<file path="config.mk">
export PLATFORM = sky130hd
export DESIGN_NAME = sram_mem_controller_flat
export DESIGN_NICKNAME = d
export VERILOG_FILES = /design/src/rtl/sram_mem_controller_if.sv /design/src/rtl/sram_mem_controller.sv /design/src/flat_wrapper.sv
export SDC_FILE = /design/constraint.sdc
export NUM_CORES = 1
export LEC_CHECK = 0
export CAP_MARGIN = 30
export CORE_AREA = 2 2 93 95
export CTS_CLUSTER_DIAMETER = 80
export CTS_CLUSTER_SIZE = 16
export DETAILED_ROUTE_END_ITERATION = 12
export DIE_AREA = 0 0 95 97
export PLACE_DENSITY = 0.87
export SYNTH_ARGS = -nofsm -noshare
export SYNTH_HDL_FRONTEND = slang
export SYNTH_SLANG_ARGS = --single-unit
</file>
<file path="constraint.sdc">
create_clock -name clk -period 3.62 [get_ports clk]
set_clock_uncertainty 0.1 [all_clocks]
set_input_delay 0.905 -clock clk [delete_from_list [all_inputs] [get_ports clk]]
set_output_delay 0.905 -clock clk [all_outputs]
set_load 0.1 [all_outputs]
</file>
<file path="src/rtl/sram_mem_controller_if.sv">
// ---------------------------------------------------------------------------
// sram_mem_controller_if
//   Pipeline-side (MEM stage) bus for the 32-bit SRAM controller.
//
//   wr_en       store request
//   rd_en       load request
//   address     byte address of the 32-bit word (bits [1:0] ignored)
//   write_data  store data
//   read_data   load result
//   ready       access complete; the pipeline freezes while ready is low
//
//   master : pipeline side (drives requests)
//   slave  : controller side (drives read_data / ready)
// ---------------------------------------------------------------------------
interface sram_mem_controller_if;
  logic        wr_en;
  logic        rd_en;
  logic [31:0] address;
  logic [31:0] write_data;
  logic [31:0] read_data;
  logic        ready;

  modport master (
    output wr_en,
    output rd_en,
    output address,
    output write_data,
    input  read_data,
    input  ready
  );

  modport slave (
    input  wr_en,
    input  rd_en,
    input  address,
    input  write_data,
    output read_data,
    output ready
  );
endinterface

</file>
<file path="src/rtl/sram_mem_controller.sv">
// ---------------------------------------------------------------------------
// sram_mem_controller
//   Splits each 32-bit load/store from the MEM stage into two 16-bit SRAM
//   accesses (low half-word, then high half-word). Each phase lasts
//   WAIT_CYCLES+1 clocks. ready drops combinationally as soon as a request
//   is seen in IDLE and returns high for one cycle in DONE.
//
// Parameters
//   WAIT_CYCLES  extra wait cycles per 16-bit phase (0..7)
//
// Ports
//   clk          clock, rising edge
//   rst          synchronous active-high reset
//   bus          pipeline-side bus (slave modport)
//   sram_addr    SRAM half-word address
//   sram_dq_out  SRAM write data
//   sram_dq_oe   drive enable for the SRAM data bus
//   sram_dq_in   SRAM read data
//   sram_we_n    SRAM write strobe, active-low
//
// States
//   IDLE | waiting for a request; ready=1 unless a request is present
//   LOW  | low half-word access  (sram_addr LSB = 0)
//   HIGH | high half-word access (sram_addr LSB = 1)
//   DONE | ready=1 for one cycle, then back to IDLE
// ---------------------------------------------------------------------------
module sram_mem_controller #(
  parameter int WAIT_CYCLES = 1
) (
  input  logic                  clk,
  input  logic                  rst,
  sram_mem_controller_if.slave  bus,
  output logic [17:0]           sram_addr,
  output logic [15:0]           sram_dq_out,
  output logic                  sram_dq_oe,
  input  logic [15:0]           sram_dq_in,
  output logic                  sram_we_n
);

  localparam logic [2:0] WAIT_TC = WAIT_CYCLES[2:0];

  typedef enum logic [1:0] {
    IDLE = 2'd0,
    LOW  = 2'd1,
    HIGH = 2'd2,
    DONE = 2'd3
  } state_t;

  state_t      state;
  state_t      state_nxt;

  logic [2:0]  cnt;
  logic        op_wr;
  logic [16:0] lat_addr;
  logic [31:0] lat_data;
  logic [31:0] rd_data;

  logic        start;
  logic        cnt_clr;
  logic        in_phase;
  logic        phase_last;
  logic        cap_lo;
  logic        cap_hi;

  // Address bits outside the 512 KiB window and the byte offset are unused.
  logic        unused_addr_bits;
  assign unused_addr_bits = ^{bus.address[31:19], bus.address[1:0]};

  assign phase_last    = (cnt == WAIT_TC);
  assign bus.read_data = rd_data;

  // -------------------------------------------------------------------------
  // State register
  // -------------------------------------------------------------------------
  always_ff @(posedge clk) begin
    if (rst) begin
      state <= IDLE;
    end else begin
      state <= state_nxt;
    end
  end

  // -------------------------------------------------------------------------
  // Next state and outputs
  // -------------------------------------------------------------------------
  always_comb begin
    state_nxt   = state;
    start       = 1'b0;
    cnt_clr     = 1'b0;
    in_phase    = 1'b0;
    cap_lo      = 1'b0;
    cap_hi      = 1'b0;
    bus.ready   = 1'b0;
    sram_addr   = 18'd0;
    sram_dq_out = 16'd0;
    sram_dq_oe  = 1'b0;
    sram_we_n   = 1'b1;

    case (state)
      IDLE: begin
        bus.ready = 1'b1;
        if (bus.wr_en || bus.rd_en) begin
          bus.ready = 1'b0;
          start     = 1'b1;
          cnt_clr   = 1'b1;
          state_nxt = LOW;
        end
      end

      LOW: begin
        in_phase  = 1'b1;
        sram_addr = {lat_addr, 1'b0};
        if (op_wr) begin
          sram_dq_out = lat_data[15:0];
          sram_dq_oe  = 1'b1;
          sram_we_n   = 1'b0;
        end
        if (phase_last) begin
          cap_lo    = ~op_wr;
          cnt_clr   = 1'b1;
          state_nxt = HIGH;
        end
      end

      HIGH: begin
        in_phase  = 1'b1;
        sram_addr = {lat_addr, 1'b1};
        if (op_wr) begin
          sram_dq_out = lat_data[31:16];
          sram_dq_oe  = 1'b1;
          sram_we_n   = 1'b0;
        end
        if (phase_last) begin
          cap_hi    = ~op_wr;
          cnt_clr   = 1'b1;
          state_nxt = DONE;
        end
      end

      DONE: begin
        bus.ready = 1'b1;
        state_nxt = IDLE;
      end

      default: begin
        state_nxt = IDLE;
      end
    endcase

    // Reset overrides the strobes immediately so an aborted write cannot
    // land on the SRAM at the reset edge.
    if (rst) begin
      bus.ready   = 1'b1;
      sram_we_n   = 1'b1;
      sram_dq_oe  = 1'b0;
      sram_addr   = 18'd0;
      sram_dq_out = 16'd0;
      start       = 1'b0;
      cap_lo      = 1'b0;
      cap_hi      = 1'b0;
    end
  end

  // -------------------------------------------------------------------------
  // Phase counter, request latch and read-data capture
  // -------------------------------------------------------------------------
  always_ff @(posedge clk) begin
    if (rst) begin
      cnt      <= 3'd0;
      op_wr    <= 1'b0;
      lat_addr <= 17'd0;
      lat_data <= 32'd0;
      rd_data  <= 32'd0;
    end else begin
      if (cnt_clr) begin
        cnt <= 3'd0;
      end else if (in_phase) begin
        cnt <= cnt + 3'd1;
      end

      if (start) begin
        // A simultaneous read+write is treated as a write.
        op_wr    <= bus.wr_en;
        lat_addr <= bus.address[18:2];
        lat_data <= bus.write_data;
      end

      if (cap_lo) begin
        rd_data[15:0] <= sram_dq_in;
      end
      if (cap_hi) begin
        rd_data[31:16] <= sram_dq_in;
      end
    end
  end

endmodule
</file>
<file path="src/flat_wrapper.sv">
// flat-port wrapper written by rule: the top's interface ports become plain ports
module sram_mem_controller_flat 
#(
  parameter int WAIT_CYCLES = 1
)
  (clk, rst, sram_addr, sram_dq_out, sram_dq_oe, sram_dq_in, sram_we_n, bus_wr_en, bus_rd_en, bus_address, bus_write_data, bus_read_data, bus_ready);
  sram_mem_controller_if bus_i ();
  input  logic clk;
  input  logic rst;
  output logic [17:0] sram_addr;
  output logic [15:0] sram_dq_out;
  output logic sram_dq_oe;
  input  logic [15:0] sram_dq_in;
  output logic sram_we_n;
  input wire logic [$bits(bus_i.wr_en)-1:0] bus_wr_en;
  input wire logic [$bits(bus_i.rd_en)-1:0] bus_rd_en;
  input wire logic [$bits(bus_i.address)-1:0] bus_address;
  input wire logic [$bits(bus_i.write_data)-1:0] bus_write_data;
  output wire logic [$bits(bus_i.read_data)-1:0] bus_read_data;
  output wire logic [$bits(bus_i.ready)-1:0] bus_ready;
  assign bus_i.wr_en = bus_wr_en;
  assign bus_i.rd_en = bus_rd_en;
  assign bus_i.address = bus_address;
  assign bus_i.write_data = bus_write_data;
  assign bus_read_data = bus_i.read_data;
  assign bus_ready = bus_i.ready;
  sram_mem_controller #(.WAIT_CYCLES(WAIT_CYCLES)) u_core (.clk(clk), .rst(rst), .bus(bus_i), .sram_addr(sram_addr), .sram_dq_out(sram_dq_out), .sram_dq_oe(sram_dq_oe), .sram_dq_in(sram_dq_in), .sram_we_n(sram_we_n));
endmodule
</file>
# [After elaboration in Yosys (flattened, before gate mapping)]
# Cells that the tools add are included.
[op_classes] n_eq_ne=7 muxes=30 reduce_logical=5 n_addsub=1 bitwise_logic=1
[ops] operator="$mux W16" n=3
[ops] operator="$pmux W18 S2" n=1
[ops] operator="$pmux W16 S2" n=1
[ops] operator="$mux W1" n=18
[ops] operator="$mux W18" n=1
[ops] operator="$pmux W2 S4" n=1
[ops] operator="$mux W2" n=3
[ops] operator="$ne A2 B1 Y1 const B" n=3
[ops] operator="$eq A2 B2 Y1 const B" n=2
[ops] operator="$pmux W1 S2" n=2
[ops] operator="$reduce_or A2 Y1" n=2
[ops] operator="$add A3 B1 Y3 const B" n=1
[ops] operator="$eq A3 B1 Y1 const B" n=1
[ops] operator="$reduce_and A3 Y1" n=1
[ops] operator="$eq A2 B1 Y1 const B" n=1
[ops] operator="$logic_not A2 Y1" n=1
[ops] operator="$logic_or A1 B1 Y1" n=1
[ops] operator="$not A1 Y1" n=1
[word_totals] output_inout_bits=69 reg_bits=87

# [Depth between registers and ports, before layout]
# Gate-level depths: netlist (run 1).
[logic_depth] word_depth=4 ltp_mapped=7

# [Worst setup path before layout (run 1)]
# OpenSTA, ideal clock, no wires.
[synth_timing] path_type="input to output" from="input port rst" to="output port sram_dq_out[10]" cell_stages=4 path_slack_ns=-0.821 t_required_ns=2.615 t_arrival_ns=3.436 cell_sequence="inv_1 -> nand3_1 -> clkbuf_1 -> nor2_1"
[synth_via] elab_chain_len=1
[synth_lines] element="start: declaration" line_no="flat_wrapper.sv:9" text="input logic rst;"
[synth_lines] element="$mux W16" line_no="sram_mem_controller.sv:152" text="if (rst) begin"
[synth_lines] element="end: declaration" line_no="flat_wrapper.sv:11" text="output logic [15:0] sram_dq_out;"
# No other way between the ends.

# [Final worst setup path (run 1)]
[layout_timing] from="register u_core.state[0]" to="output port sram_addr[15]"
[layout_via] elab_chain_len=3 word_cells_on_any_way=4 cone_classes="eq/ne (2); mux (2)"
[layout_lines] element="start: declaration" line_no="sram_mem_controller.sv:49" text="state_t state;"
[layout_lines] element="start signal: assignment" line_no="sram_mem_controller.sv:79" text="state <= state_nxt;"
[layout_lines] element="$eq A2 B2 Y1 / $eq A2 B1 Y1 (equally long branches)" line_no="sram_mem_controller.sv:99" text="case (state)"
[layout_lines] element="$pmux W18 S2 *" line_no="sram_mem_controller.sv:99"
[layout_lines] element="$mux W18 *" line_no="sram_mem_controller.sv:152"
[layout_lines] element="end: declaration" line_no="flat_wrapper.sv:10" text="output logic [17:0] sram_addr;"
# Mark *: on every way between the ends. The rest lies on a longest branch, timed or not.

==> run metrics, run 1 <==
first-pass GRT wire length=15.8 mm; Netlist Area Pre-Place=3720 sq um; vias in the first global route=3384; I/O pin cnt=153; Worst setup EP type=primary output; Clock Sinks=87; post-synth top area cell=dfxtp_1; Post-Layout Cell Count=658; fmax=310 MHz; Syn Nets=514; Post-Place Cells=642; Synth cell types=31; hold_ws=0.352 ns; Final min period=3.23 ns; CP Class=reg -> out; crit path max fanout=17; Synth-to-Final Area Change=53.4%; Final Power=3.03 mW; DRT antenna net count=0; Req. time, crit path=2.61 ns; initial antenna violation count=0; vias per cell=4.99; Synth area leaders=dfxtp_1 47%, nand2_1 10%, a21oi_1 6.9%, mux2_2 6.7%, nor2b_1 5.0%; share of layout cells above drive strength 1=0.250; type of the most critical hold path=reg -> reg; Core Area=8130 sq um; total of max-cap violations=0; final hold vios=0; DIE AREA=9220 sq um; H-tree depth=3; average size of a mapped cell=8.84 sq um; final setup fails=0; grt ovf=0; Max-slew headroom=0.534; Global Route Usage Sum=0.218; Initial Util=0.457; Wirelength per Cell=14.6 um; worst slew pin tran=0.699 ns; chip width=95 um; DR vias=3282; Starting DRT DRC Count=120; Chip Height=97 um; #FFs+latches synth=87; Post-Syn Instances=421; status=finished, final reports clean; Post-CTS Hold Fix Bufs=0; pwr dens=531 nW/um^2; clock buffer depth=2; fin crit share=0.892; Clock Tree Root=clkbuf_8; CP arrival=2.23 ns; Num CTS Buffers=9; pin count of the biggest net entering global routing=50; final net count=641; drt total wl=9.61 mm; sequential fraction of the synthesis area=0.468; Antenna diodes=0; CTS tree=built; aggregate negative setup slack=0 ns; Worst-path clk slew=0.09 ns; RSZ-0062 raised after global routing=no; drt pass-1 iters=4; final core utilization=0.702; Peak supply drop=0.278 mV; hpwl dp=7.05 mm; Row Count=33; clk_lat worst skew=0.36 ns; DRC=0; GP Congestion=0.784; area share of the largest cell type after synthesis=0.468; Leak=2.38 nW; Worst setup SP type=flop; Final Max Slew Viols=0; post-CTS setup buffers=0; post-CTS resize count=0; Port Buffers=137; Synthesis Warnings=0
[layout by cell type, fill, tap and decap left out, drive strengths merged]
master	instances
a211oi	1
a21oi	51
a22oi	16
a2bb2oi	1
and2	17
and2b	4
buf	77
bufinv	2
clkbuf	10
clkdlybuf4s50	67
clkinv	2
clkinvlp	1
dfxtp	87
ha	9
inv	6
mux2	32
mux2i	2
nand2	104
nand2b	1
nand3	2
nand4bb	1
nor2	22
nor2b	30
nor3b	1
o211ai	1
o21a	1
o21ai	3
xnor2	1
xor2	1
[critical path, cell delays in order (launching register included)]
cell,delay (ns)
dfxtp_1,0.43
inv_1,0.12
ha_1,0.47
nand2b_1,0.12
nor2_1,0.13
buf_4,0.20
and2_1,0.21
buf_12,0.19
[logic make-up (layout without fill, tap and decap cells)]
family | Yosys count | count (layout) | share of synthesized area
adders and majority gates | 9 | 9 | 0.0303
muxes | 34 | 34 | 0.112
xor gates and xnor gates | 2 | 2 | 0.00471
buffers and inverters | 33 | 165 | 0.0393
AOI/OAI and AO/OA | 74 | 74 | 0.113
DFF | 87 | 87 | 0.468
and+or+nand+nor | 182 | 182 | 0.232
[worst paths after layout]
path | depth (start not counted) | startpoint | to | slack, ns
min | 2 | u_core.lat_addr[10]$_SDFFE_PP0P_ | u_core.lat_addr[10]$_SDFFE_PP0P_ | 0.35
max | 7 | u_core.state[0]$_SDFFE_PP0P_ | sram_addr[15] | 0.39
max reg2reg | 5 | u_core.state[0]$_SDFFE_PP0P_ | u_core.bus.read_data[28]$_SDFFE_PP0P_ | 1.41
min reg2reg | 2 | u_core.lat_addr[10]$_SDFFE_PP0P_ | u_core.lat_addr[10]$_SDFFE_PP0P_ | 0.35
[per-layer routing]
layer  wire length [um]  up-vias  GRT usage
li1                   -     1633          -
met1               3720     1507      0.236
met2               4760      125      0.380
met3                951       17     0.0896
met4                190        0     0.0691
met5                  0        -          0
[report_power, final]
part	switching (mW)	leakage, nW	total (mW)	internal [mW]
Clock	0.351	0.114	0.763	0.412
Combinational	0.672	1.55	1.06	0.383
Sequential	0.0923	0.711	1.21	1.12
[final cells by class]
type / instances / area, sq um
Timing Repair Buffer: 144 / 1720
Inverter: 5 / 18.8
Sequential cell: 87 / 1740
Fill cell: 607 / 2420
Tap cell: 105 / 131
Clock inverter: 6 / 92.6
Clock buffer: 10 / 138
Multi-Input combinational cell: 301 / 1870
[synthesized netlist by cell type]
master and count:
a22oi_1 16, xnor2_1 1, mux2_2 22, ha_1 9, dfxtp_1 87, o21ai_1 1, buf_1 5, nor3b_4 1
and2_1 17, a21oi_1 51, a2bb2oi_1 1, nand2_1 103, clkbuf_1 15, and2b_1 4, nor2b_1 30, nand2_4 1
nand2b_1 1, nor2_1 22, nand3_1 1, nand4bb_1 1, inv_1 5, mux2i_1 2, o21a_1 1, buf_6 2
o21ai_0 2, o211ai_1 1, xor2_1 1, nand3_4 1, a211oi_1 1, buf_2 6, mux2_4 10
[registers in the layout (all words and copies together), names as in the netlist]
signal,flops
u_core.op_wr,1
u_core.state,2
u_core.lat_data,32
u_core.lat_addr,17
u_core.cnt,3
u_core.bus.read_data,32
[stage by stage]
stage                     setup slack [ns]  area, sq um
after global routing                 0.251         5710
final                                0.390         5710
after global placement               0.486         5480
after detailed placement             0.481         5480
after CTS                            0.341         5710
after floorplan                     -0.175         3740
No activity file was read; power rests on OpenSTA's default activity.
==> run 2: changes to the inputs <==
TNS_END_PERCENT = 5   (was not set)
==> results of run 2 <==
No change in the layout: final DEF, timing and power equal those of run 1.
==> run 3: changes to the inputs <==
TNS_END_PERCENT = 10   (was 5)
==> results of run 3 <==
No change in the layout: final DEF, timing and power equal those of run 1.
